## src/rtl/pc_fetch_ctrl.sv

```systemverilog
// rtl/pc_fetch_ctrl.sv - handshaked fetch/execute sequencer driving PC controls and memory requests
module pc_fetch_ctrl #(
    parameter int unsigned MEM_TIMEOUT = 15
) (
    input  logic        clk,
    input  logic        clr,
    input  logic        i_ack,
    input  logic [31:0] instr_data,
    input  logic        d_ack,
    input  logic        alu_branch,
    input  logic        halt,
    output logic        i_req,
    output logic        d_read,
    output logic        d_write,
    output logic [31:0] instr,
    output logic        pc_inc,
    output logic        pc_load,
    output logic        pc_branch,
    output logic        pc_disable,
    output logic        reg_write,
    output logic        illegal_instr,
    output logic        fault
);

    localparam logic [6:0] OP_LOAD   = 7'b0000011;
    localparam logic [6:0] OP_STORE  = 7'b0100011;
    localparam logic [6:0] OP_ALU    = 7'b0110011;
    localparam logic [6:0] OP_ALUI   = 7'b0010011;
    localparam logic [6:0] OP_LUI    = 7'b0110111;
    localparam logic [6:0] OP_AUIPC  = 7'b0010111;
    localparam logic [6:0] OP_BRANCH = 7'b1100011;
    localparam logic [6:0] OP_JAL    = 7'b1101111;
    localparam logic [6:0] OP_JALR   = 7'b1100111;

    // Last count value that may still be followed by an ack; one more idle cycle faults.
    localparam logic [7:0] TIMEOUT_LAST = 8'(MEM_TIMEOUT - 1);

    typedef enum logic [2:0] {
        S_IDLE, S_FETCH, S_EXEC, S_MEM, S_COMMIT, S_HALT
    } state_t;

    state_t      state_q, state_d;
    logic [31:0] instr_q, instr_d;
    logic [7:0]  cnt_q, cnt_d;
    logic        fault_q, fault_d;
    logic        i_req_q, i_req_d;
    logic        d_read_q, d_read_d;
    logic        d_write_q, d_write_d;
    logic        pc_inc_q, pc_inc_d;
    logic        pc_load_q, pc_load_d;
    logic        pc_branch_q, pc_branch_d;
    logic        pc_disable_q, pc_disable_d;
    logic        reg_write_q, reg_write_d;
    logic        illegal_q, illegal_d;

    function automatic logic op_legal(input logic [6:0] op);
        case (op)
            OP_LOAD, OP_STORE, OP_ALU, OP_ALUI, OP_LUI,
            OP_AUIPC, OP_BRANCH, OP_JAL, OP_JALR: op_legal = 1'b1;
            default:                              op_legal = 1'b0;
        endcase
    endfunction

    // Next state plus the output values that must be visible in that next state.
    always_comb begin
        logic [6:0] nxt_op;
        logic       commit_d;
        state_d   = state_q;
        instr_d   = instr_q;
        cnt_d     = cnt_q;
        fault_d   = fault_q;
        illegal_d = 1'b0;

        case (state_q)
            S_IDLE:   state_d = halt ? S_HALT : S_FETCH;
            S_FETCH: begin
                if (i_ack) begin
                    instr_d   = instr_data;
                    illegal_d = !op_legal(instr_data[6:0]);
                    state_d   = S_EXEC;
                end else if (cnt_q == TIMEOUT_LAST) begin
                    fault_d = 1'b1;
                    state_d = S_HALT;
                end else begin
                    cnt_d = cnt_q + 8'd1;
                end
            end
            S_EXEC: begin
                if (instr_q[6:0] == OP_LOAD || instr_q[6:0] == OP_STORE) begin
                    state_d = S_MEM;
                end else begin
                    state_d = S_COMMIT;
                end
            end
            S_MEM: begin
                if (d_ack) begin
                    state_d = S_COMMIT;
                end else if (cnt_q == TIMEOUT_LAST) begin
                    fault_d = 1'b1;
                    state_d = S_HALT;
                end else begin
                    cnt_d = cnt_q + 8'd1;
                end
            end
            S_COMMIT: state_d = halt ? S_HALT : S_FETCH;
            S_HALT: begin
                // A timeout fault pins the sequencer here until clr.
                if (!fault_q && !halt) begin
                    state_d = S_FETCH;
                end
            end
            default:  state_d = S_IDLE;
        endcase

        // Every fresh memory wait starts counting from zero.
        if ((state_d == S_FETCH || state_d == S_MEM) && state_d != state_q) begin
            cnt_d = 8'd0;
        end

        nxt_op       = instr_d[6:0];
        commit_d     = (state_d == S_COMMIT);
        i_req_d      = (state_d == S_FETCH);
        d_read_d     = (state_d == S_MEM) && (nxt_op == OP_LOAD);
        d_write_d    = (state_d == S_MEM) && (nxt_op == OP_STORE);
        pc_branch_d  = commit_d && (nxt_op == OP_BRANCH) && alu_branch;
        pc_load_d    = commit_d && (nxt_op == OP_JAL || nxt_op == OP_JALR);
        pc_inc_d     = commit_d && !pc_branch_d && !pc_load_d;
        reg_write_d  = commit_d && op_legal(nxt_op) && (nxt_op != OP_BRANCH) && (nxt_op != OP_STORE);
        pc_disable_d = !commit_d;
    end

    // Sequencer state and registered outputs; clr drops every request immediately.
    always_ff @(posedge clk or negedge clr) begin
        if (!clr) begin
            state_q      <= S_IDLE;
            instr_q      <= 32'd0;
            cnt_q        <= 8'd0;
            fault_q      <= 1'b0;
            i_req_q      <= 1'b0;
            d_read_q     <= 1'b0;
            d_write_q    <= 1'b0;
            pc_inc_q     <= 1'b0;
            pc_load_q    <= 1'b0;
            pc_branch_q  <= 1'b0;
            pc_disable_q <= 1'b1;
            reg_write_q  <= 1'b0;
            illegal_q    <= 1'b0;
        end else begin
            state_q      <= state_d;
            instr_q      <= instr_d;
            cnt_q        <= cnt_d;
            fault_q      <= fault_d;
            i_req_q      <= i_req_d;
            d_read_q     <= d_read_d;
            d_write_q    <= d_write_d;
            pc_inc_q     <= pc_inc_d;
            pc_load_q    <= pc_load_d;
            pc_branch_q  <= pc_branch_d;
            pc_disable_q <= pc_disable_d;
            reg_write_q  <= reg_write_d;
            illegal_q    <= illegal_d;
        end
    end

    assign i_req         = i_req_q;
    assign d_read        = d_read_q;
    assign d_write       = d_write_q;
    assign instr         = instr_q;
    assign pc_inc        = pc_inc_q;
    assign pc_load       = pc_load_q;
    assign pc_branch     = pc_branch_q;
    assign pc_disable    = pc_disable_q;
    assign reg_write     = reg_write_q;
    assign illegal_instr = illegal_q;
    assign fault         = fault_q;

endmodule

```

## config.mk

```make
export PLATFORM = sky130hd
export DESIGN_NAME = pc_fetch_ctrl
export DESIGN_NICKNAME = d
export VERILOG_FILES = /design/src/rtl/pc_fetch_ctrl.sv
export SDC_FILE = /design/constraint.sdc
export NUM_CORES = 1
export LEC_CHECK = 0
export BUFFER_PORTS_ARGS = -buffer_cell sky130_fd_sc_hd__buf_2
export CORE_MARGIN = 3
export CORE_UTILIZATION = 50
export CTS_CLUSTER_SIZE = 40
export DETAILED_ROUTE_END_ITERATION = 12
export HOLD_SLACK_MARGIN = 0.02
export PLACE_DENSITY_LB_ADDON = 0.05
export SYNTH_ARGS = -nofsm -noshare
export SYNTH_HDL_FRONTEND = slang
export SYNTH_SLANG_ARGS = --single-unit
```

## constraint.sdc

```tcl
create_clock -name clk -period 2.6 [get_ports clk]
set_input_delay 0.26 -clock clk [delete_from_list [all_inputs] [get_ports clk]]
set_output_delay 0.26 -clock clk [all_outputs]
set_load 0.005 [all_outputs]
```

Yosys cells after proc, flatten, opt, wreduce, memory -nomap -nowiden
Index checks and enable logic that the tools add are counted.
Widths: inputs -> output; s select.
Cells by class
  add/subtract/negate cells: 1
  eq/ne operators: 36
  multiplexer cells: 24
  reduce and logical (&&, ||, !) cells: 30
Operators by type and width (number)
  $eq 7x6->1 const B: 7
  $eq 7x7->1 const B: 6
  $mux 8: 4
  $eq 7x5->1 const B: 4
  $eq 7x2->1 const B: 3
  $mux 3: 6
  $reduce_or 9->1: 2
  $pmux 8 s2: 1
  $pmux 3 s5: 1
  $mux 7: 2
  $logic_and 1x1->1: 12
  $eq 3x2->1 const B: 3
  $eq 3x3->1 const B: 3
  $mux 1: 9
  $add 8x1->8 const B: 1
  $eq 8x4->1 const B: 1
  $ne 7x6->1 const B: 1
  $ne 7x7->1 const B: 1
  $eq 3x1->1 const B: 2
  $logic_not 1->1: 6
  $ne 3x3->1 const B: 2
  $reduce_and 3->1: 2
  $ne 2x2->1 const B: 2
  $logic_not 3->1: 1
  7 further kinds: 9
Word-level totals
  register bits: 53
  input bits: 38
  output and inout bits: 42
  word-level logic and storage cells: 105

Longest topological paths before layout
  depth after elaboration: 10
  mapped depth: 6

Worst setup path after synthesis
Ideal clock, no wire load.
  kind: register to register
  from: register state_q[1]
  to: register reg_write_q (netlist: reg_write)
  arrival time: 1.630 ns
  setup slack: 0.888 ns
  cell stages (with the launch flop): 7
  path buffers: 1
  clock period less this slack: 1.712 ns
  cells stage by stage: dfrtp_1 > nor2b_1 > and2_4 > buf_6 > mux2_4 > a211o_1 > a31oi_1
On the way
  cells in the longest elaborated chain, start to end: 8
  elaborated cells between the ends (all ways): 30
RTL lines
  start, declared: RTL line 42  | state_t state_q, state_d;
  start signal, assigned: RTL line 149  | state_q <= state_d;
  $eq 3x1->1 *: RTL line 74  | case (state_q)
  $mux 7 *: RTL line 74
  net instr_d[6]: RTL line 43  | logic [31:0] instr_q, instr_d;
  $eq 7x2->1 (tied with other cells): RTL line 57  | case (op)
  $reduce_or 9->1: RTL line 57
  $mux 1: RTL line 57
  $logic_and 1x1->1 (2 in a row): RTL line 128  | reg_write_d = commit_d && op_legal(nxt_op) && (nxt_op != OP_BRANCH) && (nxt_op != OP_STORE);
  $logic_and 1x1->1 *: RTL line 128
  net reg_write_d: RTL line 53  | logic reg_write_q, reg_write_d;
  end signal, assigned: RTL line 160  | reg_write_q <= reg_write_d;
  end, declared: RTL line 53
Mark *: on every way through the listed nets, which the timed path passes. The rest lies on a longest branch.
A chain may end at the register's enable or synchronous reset.

Worst setup path in the final report
Ends and elaborated chain as after synthesis.

==> impl_results.md <==
- DIE AREA: 5501 um^2
- Antenna Cells: 0
- Distinct cells, synth: 41
- Antenna violations before repair: 0
- Data arrival, critical path: 2150 ps
- H-Tree Depth: 2
- Gr usage total: 19.19%
- Final design utilization: 65.33%
- Row count: 24
- Nets: 375
- Hpwl dp: 3.652 mm
- Yosys warnings: 0
- P_sw: 0.001060 W
- Achievable Freq: 0.5180 GHz
- Top FF cell, synth: dfrtp_1
- Vias post-DR: 1934
- Layout area overhead: 24.13%
- P_int: 0.001807 W
- Final setup viols: 0
- Worst hold start: instr_data[16]
- RSZ-0062 raised after global routing: false
- Worst reg2reg path depth: 5
- Pwr Total: 0.002867 W
- Synth top area cells: dfrtp_1 (56%), nand2_1 (16%), xor2_1 (2.3%), nor2_1 (2.1%), nor3_1 (1.9%)
- TritonCTS clock tree: yes
- Clock Sinks: 53
- First-pass GRT wire length: 8.176 mm
- Status: completed
- Syn Area/Cell: 9.294 um^2
- CP endpoint kind: flip-flop
- Number of flops mapped to enable cells by yosys: 0
- Slew Limit Fails: 0
- VDD IR-drop max: 0.5583 mV
- Post-CTS Setup Repair Bufs: 0
- Setup ws final: 669.6 ps
- Max stage delay on crit path: 460 ps
- Iteration-0 DRC Markers: 98
- Synth Register Bits: 53
- CP Depth: 5
- Largest delay share family, worst path: simple AND/OR/NAND/NOR gates
- Clk slew on worst S/H paths: 90 ps
- Cells after synthesis: 250
- Largest net degree at the start of global routing: 30
- Die W: 74.17 um
- PostCTS Resize Cnt: 0
- Clk_lat worst skew: 290 ps
- Worst Path Max Fanout: 10
- # hold bufs at CTS: 1
- Ys async rst share: 100.0%
- Root buffer selected by CTS: clkbuf_8
- Grt ovf: 0
- Combinational power share: 38.0%
- Vert. Die Dim: 74.17 um
- CP cell instances: nor2b_1, and2_4, mux2_2, a211o_1, a31oi_1
- Share of layout cells above drive strength 1: 28.66%
- ANT nets after route: 0
- Post-Syn Area: 2323 um^2
- Clk_skew: 3.779 ps
- Required @ worst endpoint: 2820 ps
- Hold Crit Depth: 3
- Core area: 4414 um^2
- Worst Setup SP: state_q[1]$_DFF_PN0_
- Sequential power share: 46.2%
- CP max-delay cell: dfrtp_1
- Area leader, netlist: dfrtp_1
- Crit path buf inv count: 0
- Final Non-Filler Cells: 387
- CTS Buf Count: 5
- Switching Fraction: 36.97%
- DRC Markers: 0
- Minimum clock period: 1930 ps
- DR pass1 iterations: 4
- CP Class: flip-flop to flip-flop
- Place WS: 694.0 ps
- Final worst path period share: 74.25%
- Sequential share of the synthesized area: 57.14%
- Hold/Removal Path Class: input port to flip-flop
- Top-area cell type share of the netlist area: 56.00%
- Gp weighted congestion: 0.8648
- Top-count cell post-synth: nand2_1
- Leak pwr: 1.561 nW
- Placed insts: 379
- Post-synth top cells: nand2_1 (97), dfrtp_1 (52), nor2_1 (13)
- DRT Wirelength: 4.930 mm
- Vias in the first global route: 1829
- WL/cell: 12.74 um
- Clock buffer depth: 2
- PortBufs: 79
- Net Count, Synth: 290
- Via density: 4.997
- Reg2Reg Launch Point: state_q[1]$_DFF_PN0_
- # IOs: 80
- Max reg flops: 32
- Pwr Density: 994.1 nW/um^2
- Clock power frac: 15.8%
- Initial Util: 52.64%
- Final Hold Fails: 0
- Slew @ Worst Pin: 619.2 ps
- CP startpoint kind: flip-flop
- Max-cap viol count: 0
- Setup TNS: 0 ps
- Worst slew margin: 58.72%
-- power by group through the flow --
stage | logic, W | registers (W) | clock network, W
4_1_cts | 0.00111 | 0.00132 | 0.000469
5_1_grt | 0.00125 | 0.00137 | 0.000496
3_3_place_gp | 0.00108 | 0.00134 | 0
2_1_floorplan | 0.000624 | 0.00134 | 0
3_5_place_dp | 0.00111 | 0.00133 | 0
6_report | 0.00109 | 0.00133 | 0.000452
-- worst paths after layout --
path                                          to  slack, ps
setup / recovery             reg_write$_DFF_PN0_        670
hold / removal             instr[16]$_DFFE_PN0P_        150
setup reg to reg             reg_write$_DFF_PN0_        670
hold reg to reg            instr[21]$_DFFE_PN0P_        470
max in group asynchronous   pc_disable$_DFF_PN1_       1430
min in group asynchronous    reg_write$_DFF_PN0_        510
-- final cells by class --
cell class	count	area (um^2)
inverter	5	18.77
fill	367	1530
clock buffer	7	86.33
sequential	53	1328
timing repair buffer	85	442.9
tap	52	65.06
multi-input combinational	185	943.4
-- layer usage --
layer	vias to the layer above	global-route usage, %	wire (um)
met4	0	7.847	60
met1	868	26.35	2300
met3	6	4.595	313
met2	68	29.33	2256
met5	-	0	0
li1	992	-	-
-- worst reg2reg max path, delay by kind of cell (launching register included) --
family / cells / cell delay [ps]
AOI/OAI and AO/OA: 2 / 450
DFF: 1 / 460
muxes: 1 / 360
and+or+nand+nor: 2 / 590
-- kinds of logic after synthesis --
kind of cell               count (synthesis)  synth area share, %
buffers and inverters                     12                2.262
DFF                                       53                57.14
and+or+nand+nor                          154                29.94
muxes                                      2                1.131
xor gates and xnor gates                   7                2.639
AOI/OAI and AO/OA                         20                5.816
adders and majority gates                  2                1.077
-- stage by stage --
stage	hold WS, ps	cell area, um^2
floorplan	-35.59	2323
global placement	312.1	2788
detailed placement	311.5	2788
CTS	134.9	2884
global route	139.7	2884
finish	148.6	2884
-- placed cells by master, fill, tap and decap left out, types with 2 or more instances in the layout --
master    netlist  layout
ha_1            2       2
nor3b_1         2       2
buf_2           0      79
inv_1           5       5
nor3_1          9       9
and2_1          4       4
buf_4           0       5
nand3_1         4       4
or3_1           2       2
dfrtp_1        52      52
nand4_1         7       7
nand2b_1        2       2
nand2_1        97      97
nor2_1         13      13
o21ai_0         4       4
xor2_1          6       6
clkbuf_8        0       6
a21oi_1         3       3
a31oi_1         4       4
nor2b_1         4       4
and3_1          2       2
Note: power is estimated with default switching activity, not from simulation.
